## src/rtl/sb_pattern_detector_pkg.sv

```systemverilog
// Shared sideband definitions: the clock pattern constant and the detector state
// encoding. The local pattern generator uses the same constant.
package sb_pattern_detector_pkg;

  localparam logic [63:0] SB_CLK_PATTERN = {32{2'b10}};
  localparam logic [2:0]  MATCH_CNT_MAX  = 3'd7;

  typedef enum logic [1:0] {
    ST_IDLE    = 2'd0,
    ST_SEARCH  = 2'd1,
    ST_DONE    = 2'd2,
    ST_TIMEOUT = 2'd3
  } sb_det_state_e;

  function automatic logic is_clk_pattern(input logic [63:0] beat);
    return (beat == SB_CLK_PATTERN);
  endfunction

endpackage

```

## src/rtl/sb_pattern_detector.sv

```systemverilog
// Sideband clock-pattern detector: waits for REQUIRED_MATCHES consecutive exact
// pattern beats while searching, or reports a timeout after TIMEOUT_CYCLES.
module sb_pattern_detector
  import sb_pattern_detector_pkg::*;
#(
  parameter int unsigned REQUIRED_MATCHES = 2,
  parameter int unsigned TIMEOUT_CYCLES   = 800
) (
  input  logic        i_clk,
  input  logic        i_rst_n,
  input  logic        i_start_detect,
  input  logic [63:0] i_deser_data,
  input  logic        i_deser_valid,
  output logic        o_pattern_samp_done,
  output logic        o_pattern_detected,
  output logic        o_detect_time_out,
  output logic [2:0]  o_match_cnt
);

  localparam int unsigned CW = (TIMEOUT_CYCLES > 1) ? $clog2(TIMEOUT_CYCLES) : 1;
  localparam logic [CW-1:0] CYC_LAST   = CW'(TIMEOUT_CYCLES - 1);
  localparam logic [2:0]    MATCH_LAST = 3'(REQUIRED_MATCHES - 1);

  sb_det_state_e r_state;
  logic [CW-1:0] r_cyc_cnt;
  logic [2:0]    r_match_cnt;
  logic          r_samp_done;
  logic          r_detected;
  logic          r_time_out;

  logic          w_hit;
  logic [2:0]    w_match_inc;

  assign w_hit       = i_deser_valid && is_clk_pattern(i_deser_data);
  assign w_match_inc = (r_match_cnt == MATCH_CNT_MAX) ? MATCH_CNT_MAX : r_match_cnt + 3'd1;

  always_ff @(posedge i_clk or negedge i_rst_n) begin
    if (!i_rst_n) begin
      r_state     <= ST_IDLE;
      r_cyc_cnt   <= '0;
      r_match_cnt <= '0;
      r_samp_done <= 1'b0;
      r_detected  <= 1'b0;
      r_time_out  <= 1'b0;
    end else begin
      r_samp_done <= 1'b0;
      r_time_out  <= 1'b0;
      case (r_state)
        ST_IDLE: begin
          r_cyc_cnt   <= '0;
          r_match_cnt <= '0;
          r_detected  <= 1'b0;
          if (i_start_detect) r_state <= ST_SEARCH;
        end
        ST_SEARCH: begin
          if (!i_start_detect) begin
            r_state     <= ST_IDLE;
            r_cyc_cnt   <= '0;
            r_match_cnt <= '0;
          end else if (w_hit && (r_match_cnt == MATCH_LAST)) begin
            // Detection takes priority over a timeout landing on the same cycle.
            r_state     <= ST_DONE;
            r_match_cnt <= w_match_inc;
            r_samp_done <= 1'b1;
            r_detected  <= 1'b1;
          end else if (r_cyc_cnt == CYC_LAST) begin
            r_state     <= ST_TIMEOUT;
            r_cyc_cnt   <= '0;
            r_match_cnt <= '0;
            r_time_out  <= 1'b1;
          end else begin
            r_cyc_cnt <= r_cyc_cnt + 1'b1;
            if (w_hit)              r_match_cnt <= w_match_inc;
            else if (i_deser_valid) r_match_cnt <= '0;
          end
        end
        ST_DONE: begin
          if (!i_start_detect) begin
            r_state     <= ST_IDLE;
            r_detected  <= 1'b0;
            r_match_cnt <= '0;
            r_cyc_cnt   <= '0;
          end
        end
        ST_TIMEOUT: begin
          // No automatic retry: the requester must drop and re-raise start.
          if (!i_start_detect) r_state <= ST_IDLE;
        end
        default: r_state <= ST_IDLE;
      endcase
    end
  end

  assign o_pattern_samp_done = r_samp_done;
  assign o_pattern_detected  = r_detected;
  assign o_detect_time_out   = r_time_out;
  assign o_match_cnt         = r_match_cnt;

endmodule

```

## config.mk

```make
export PLATFORM = sky130hd
export DESIGN_NAME = sb_pattern_detector
export DESIGN_NICKNAME = d
export VERILOG_FILES = /design/src/rtl/sb_pattern_detector_pkg.sv /design/src/rtl/sb_pattern_detector.sv
export SDC_FILE = /design/constraint.sdc
export NUM_CORES = 1
export LEC_CHECK = 0
export CAP_MARGIN = 30
export CELL_PAD_IN_SITES_DETAIL_PLACEMENT = 0
export CELL_PAD_IN_SITES_GLOBAL_PLACEMENT = 1
export CORE_MARGIN = 3
export CORE_UTILIZATION = 29
export CTS_CLUSTER_SIZE = 30
export DETAILED_ROUTE_END_ITERATION = 8
export GPL_TIMING_DRIVEN = 1
export PLACE_DENSITY_LB_ADDON = 0.1
export SYNTH_ARGS = -nofsm -noshare
export SYNTH_HDL_FRONTEND = slang
export SYNTH_SLANG_ARGS = --single-unit
```

## constraint.sdc

```tcl
create_clock -name i_clk -period 2.1 [get_ports i_clk]
set_input_delay 0.525 -clock i_clk [delete_from_list [all_inputs] [get_ports i_clk]]
set_output_delay 0.525 -clock i_clk [all_outputs]
set_load 0.05 [all_outputs]
```

==> metrics, run 1 <==
Clk Latency, worst-skew pair 0.25 ns; DP Worst Slack -0.6435 ns; synthesis-to-finish area growth 78.47%; gr ovfl total 0; # DRC 0; Crit. End Element flop; worst reg2reg startpoint r_cyc_cnt[0]$_DFFE_PN0P_; CTS tree built; Worst Skew around 0.0054 ns; Final Max Slew Viols 0; Mapped Cells 150; critical path startpoint category input pin; clock tree buffer depth 2; clock sinks 18; critical path type in2reg; GRT Total Usage 0.1779; crit path time final 2.084 ns; Synth Area in Adders 0.02604; fmax about 0.48 GHz; global placement routability congestion a little over 0.8; Synth Area in Compound Gates 0.1345; sequential-to-total area share from yosys stat 0.3125; multiplexer share of the synthesized area 0.02170; r2r setup slk ~0.060 ns; total of max-cap violations 0; fin cells ~320; dpl hpwl roughly 4000 microns; largest net degree at the start of global routing 19; hold buffer count at cts 0; antenna violations before repair 0; layout cells sized above 1 0.3427; drt first-iter violations 71; WL per Instance approximately 17 microns; final setup TNS 0 ns; Setup WS post-layout 0.01589 ns; Max Fanout on Critical Path 6; prevailing post-synth register cell dfrtp_1; Setup Viol. Count Final 0; vias 1697; outcome finished clean; Hold EP o_pattern_detected$_DFFE_PN0P_; hold path cells 2; XOR/XNOR Fraction of Synth Area 0; Syn Nets 221; Hold Crit Start o_pattern_detected$_DFFE_PN0P_; Fill cells roughly 440; synthesized area approximately 1400 sq um; first-pass GRT wire length between 8000 and 9000 microns; Post-Syn Area per Cell between 9 and 10 sq um; Worst Reg-to-Reg Cells 7; post-synth top area share 0.3125; DIE AREA ~5900 sq um; Hold Path Class reg2reg; Antenna Nets Post-Route 0; IO Port Bufs 73; Reg-to-Reg End r_cyc_cnt[5]$_DFFE_PN0P_; ANT cells 0; peak supply drop approximately 0.33 mV; worst path arrival time approximately 2.2 ns; Boundary Pins 74; vias in the first global route around 1700; largest cells by area after synthesis dfrtp_1, nor4bb_1, and4bb_2; Worst-path clk slew ~0.07 ns; Vias/cell around 5.4; Worst Max-Slew Pin Slew approximately 0.50 ns; Nets 320; clk root buf clkbuf_8; Slew headroom 0.6651; die width roughly 77 microns; Post-synth EDFFs 0; H-tree depth 1; Final Hold Fails 0; most frequent cells after synthesis dfrtp_1, nand2_1, nor4bb_1, nand4_1; total routed wirelength about 5300 microns; #FFs+latches synth 18; RSZ-0062 raised after global routing yes; largest family of logic cells by synthesized area simple AND/OR/NAND/NOR gates; fin crit share 0.9924; Chip Height 76.50 microns; CP required roughly 2.2 ns; power density cells 376.7 nW/um^2; FFs w/ async S/R, synth 1.000; Detailed Routing Iterations Pass 1 6; Starting Density 0.3032; Hold WS ~0.53 ns; most numerous cell in the Yosys netlist dfrtp_1; Leak 0.001220 uW; row cnt 25; Distinct cells, synth 45; cell accounting for the most synthesized area dfrtp_1; Core ar. between 4000 and 5000 sq um; Inst Count DP 308; Yosys warnings 0; Core Util, Final 0.5411; TritonCTS Buffers 3; area share of and/or/nand/nor cells after synthesis 0.4609
==> sequential cells by signal, indices dropped and copies added, names as in the netlist <==
register and cells:
r_state 2, o_match_cnt 3, o_detect_time_out 1, o_pattern_detected 1, r_cyc_cnt 10, o_pattern_samp_done 1
==> cell families (layout without fill, tap and decap cells) <==
family	Yosys count	after routing
flip-flops	18	18
AND/OR/NAND/NOR	94	94
AO/OA/AOI/OAI	23	23
adder cells (fa/ha/maj)	3	3
buffers and inverters	9	107
multiplexers	3	3
==> worst max-delay path, cell delays in order <==
cell	delay [ns]
dlygate4sd2_1	0.22
nor4bb_2	0.30
nand4_1	0.16
nor4_2	0.34
and3_4	0.33
nor2_1	0.09
mux2_2	0.26
==> worst max-delay path by stage <==
stage                                start                        to  slack [ns]  cells past startpoint
after CTS                 i_deser_data[10]  r_cyc_cnt[3]$_DFFE_PN0P_       0.001                      7
after floorplan           i_deser_data[42]  r_cyc_cnt[1]$_DFFE_PN0P_        0.18                      6
final                     i_deser_data[27]  r_cyc_cnt[0]$_DFFE_PN0P_        0.02                      7
after detailed placement  i_deser_data[14]  r_cyc_cnt[1]$_DFFE_PN0P_       -0.64                      8
after global placement    i_deser_data[14]  r_cyc_cnt[1]$_DFFE_PN0P_       -0.61                      8
after global routing      i_deser_data[27]  r_cyc_cnt[0]$_DFFE_PN0P_       -0.07                      7
==> per-stage QoR <==
| step | total power, uW | area [sq um] |
|---|---|---|
| 3_3_place_gp | 686.5 | 2371 |
| 5_1_grt | 1035 | 2572 |
| 4_1_cts | 956.0 | 2445 |
| 2_1_floorplan | 498.1 | 1441 |
| 3_5_place_dp | 694.8 | 2371 |
| 6_report | 969.2 | 2572 |
==> power by group <==
group	switching [uW]	internal [uW]	leakage (uW)
sequential	18.7	359	0.000247
clock	118	167	0.0000288
combinational	139	168	0.000945
==> layout by cell type, fill, tap and decap left out, types with 2 or more instances in the layout <==
cell,synthesis,routed
nand3_1,7,7
dfrtp_1,18,18
nor4bb_1,12,5
nand4_1,8,8
nor4_2,1,3
clkdlybuf4s15_1,0,14
buf_4,0,24
buf_6,4,4
nor4b_1,4,2
clkdlybuf4s50_1,0,6
o211ai_1,2,2
nor4bb_2,0,3
nor3_1,5,5
nand3b_1,3,3
nor4bb_4,0,4
dlymetal6s2s_1,0,5
nor2_1,7,7
and4bb_2,5,5
nor4b_4,0,3
o21ai_0,3,2
and3_1,7,6
nor4_4,0,3
nor2b_1,2,2
inv_1,5,5
a211o_2,4,4
and4b_2,4,4
ha_1,3,3
clkbuf_8,0,4
mux2i_1,2,2
a21oi_1,2,2
nand2_1,13,13
dlygate4sd2_1,0,32
buf_2,0,2
o21a_1,2,2
clkbuf_2,0,10
==> layout make-up <==
type | count | area (sq um) | share of cell area
clock buffer | 4 | 55.05 | 0.02140
inverter | 5 | 18.77 | 0.007296
multi-input combinational | 123 | 1125 | 0.4373
sequential | 18 | 450.4 | 0.1751
tap | 67 | 83.83 | 0.03259
timing repair buffer | 98 | 839.6 | 0.3264
==> metal layers <==
metal	routed length [microns]	vias up	global-route usage
li1	-	800	-
met1	2242	823	0.2220
met2	2696	65	0.3032
met3	308	9	0.04846
met4	81	0	0.04348
met5	0	-	0
==> what timing repair did <==
action | CTS | global route
endpoints found under the hold margin | 0 | 0
setup buffers | 0 | 3
gates resized for setup | 95 | 49
pin swaps | 26 | 22
setup endpoints to repair | 18 | 16
No activity file was read; power rests on OpenSTA's default activity.
==> run 2, diff against run 1 <==
- CORE_MARGIN: 3 -> 1.5
==> run 2 against run 1 <==
Register-to-register slack improved by 0.07 ns. Routed wire length decreased by 7.3%. Global-route usage increased by 0.15 points. Utilization increased by 0.11 points. Die area decreased by 7.7%. Worst setup slack improved by 0.062 ns. Maximum frequency increased by 3.0%.
==> metrics, run 2 (synthesis gave the netlist of run 1 again) <==
Slew headroom 0.6488; Setup Viol. Count Final 0; antenna violations before repair 0; Hold Path Class reg2reg; DP Worst Slack -0.6109 ns; worst path arrival time 2.17 ns; area occupied by multi-input gates about 1100 sq um; GRT busiest layer met2; IO Port Bufs 73; Nets 322; Area after DPL 2364 sq um; dpl hpwl 3830 microns; RSZ-0062 raised after global routing yes; first-pass GRT wire length about 7600 microns; clock tree buffer depth 2; largest net degree at the start of global routing 19; register area about 450 sq um; clock sinks 18; CP required approximately 2.2 ns; Boundary Pins 74; GRT Total Usage 0.1794; Chip Height 73.50 microns; layout cells sized above 1 0.3480; gr ovfl total 0; synthesis-to-finish area growth 78.82%; met2 Use GR 0.3113; fin crit share 0.9631; Leak approximately 0.0012 uW; Final Max Slew Viols 0; outcome finished clean; Worst-path clk slew approximately 0.07 ns; CTS tree built; ANT cells 0; vias in the first global route between 1500 and 2000; # DRC 0; H-tree depth 1; clk root buf clkbuf_8; Clk Latency, worst-skew pair 0.25 ns; Final Hold Fails 0; Vias/cell 5.293; global routing usage on met3 0.02743; die width about 74 microns; Detailed Routing Iterations Pass 1 4; Biggest register r_cyc_cnt; vias 1678; Worst Max-Slew Pin Slew ~0.53 ns; fmax around 0.5 GHz; Fill cells roughly 450; Antenna Nets Post-Route 0; row cnt 25; fin area ~2600 sq um; Core ar. around 4800 sq um; hold buffer count at cts 0; DIE AREA about 5400 sq um; Tot Pwr 971.3 uW; most frequent cells in the layout dlygate4sd2_1, buf_4, dfrtp_1, clkdlybuf4s15_1, nand2_1; power density cells 376.9 nW/um^2; most common cell after layout, fill and taps aside dlygate4sd2_1; Worst Skew approximately 0.0038 ns; peak supply drop between 0.3 and 0.4 mV; TritonCTS Buffers 3; Setup WS post-layout about 0.077 ns; critical path type in2reg; crit path time final slightly above 2 ns; Max Fanout on Critical Path 6; global placement routability congestion around 0.80; critical path startpoint category input pin; met1 Track Usage GR 0.2302; Crit. End Element flop; total routed wirelength ~4900 microns; WL per Instance approximately 16 microns; drt first-iter violations 46; Largest register FFs 10; total of max-cap violations 0; Starting Density 0.3032
==> run 2: worst paths after layout <==
check,start,end,slack (ns),depth (start not counted)
min in group asynchronous,i_rst_n,r_cyc_cnt[5]$_DFFE_PN0P_,0.59,2
max in group asynchronous,i_rst_n,o_match_cnt[0]$_DFFE_PN0P_,1.30,2
min reg2reg,o_pattern_detected$_DFFE_PN0P_,o_pattern_detected$_DFFE_PN0P_,0.51,2
max,i_deser_data[36],r_cyc_cnt[5]$_DFFE_PN0P_,0.08,7
min,o_pattern_detected$_DFFE_PN0P_,o_pattern_detected$_DFFE_PN0P_,0.51,2
max reg2reg,r_cyc_cnt[0]$_DFFE_PN0P_,o_match_cnt[1]$_DFFE_PN0P_,0.13,7
==> run 2: power breakdown <==
part,leakage [uW],switching [uW],internal [uW]
clock network,0.0000288,120,167
registers,0.000247,17.5,359
logic,0.000921,137,171
==> run 2: area by class of cell <==
cell class | count | area share
repair buffers | 100 | 0.3252
inverters | 5 | 0.007282
well taps | 67 | 0.03252
flip-flops and latches | 18 | 0.1748
multi-input cells | 123 | 0.4388
clock buffers | 4 | 0.02136
==> run 2: through the flow <==
stage	hold WS, ns	instances	TNS (ns)	utilization
3_3_place_gp	0.4927	307	-8.699	0.4971
5_1_grt	0.5499	317	-0.02890	0.5421
6_report	0.5075	317	0	0.5421
4_1_cts	0.5120	315	0	0.5203
2_1_floorplan	0.2294	150	0	-
3_5_place_dp	0.4954	307	-9.499	0.4971
==> run 2: metal layers <==
layer | wire [microns] | up-vias
met5 | 0 | -
met4 | 36 | 0
met3 | 388 | 6
met2 | 2374 | 62
met1 | 2140 | 801
li1 | - | 809
==> run 2: what timing repair did <==
item / CTS / global route
pin swaps: 27 / 18
hold endpoints to repair: 0 / 0
gates resized for setup: 96 / 41
buffers inserted: 4 / 2
endpoints found under the setup margin: 18 / 15
gates cloned: 0 / 0
==> run 2: critical path, stage by stage <==
cell and delay, ns:
dlygate4sd2_1 0.28, nor4bb_2 0.32, nand4_1 0.16, nor3_2 0.22
and3_4 0.29, nor4_4 0.07, a211o_2 0.31
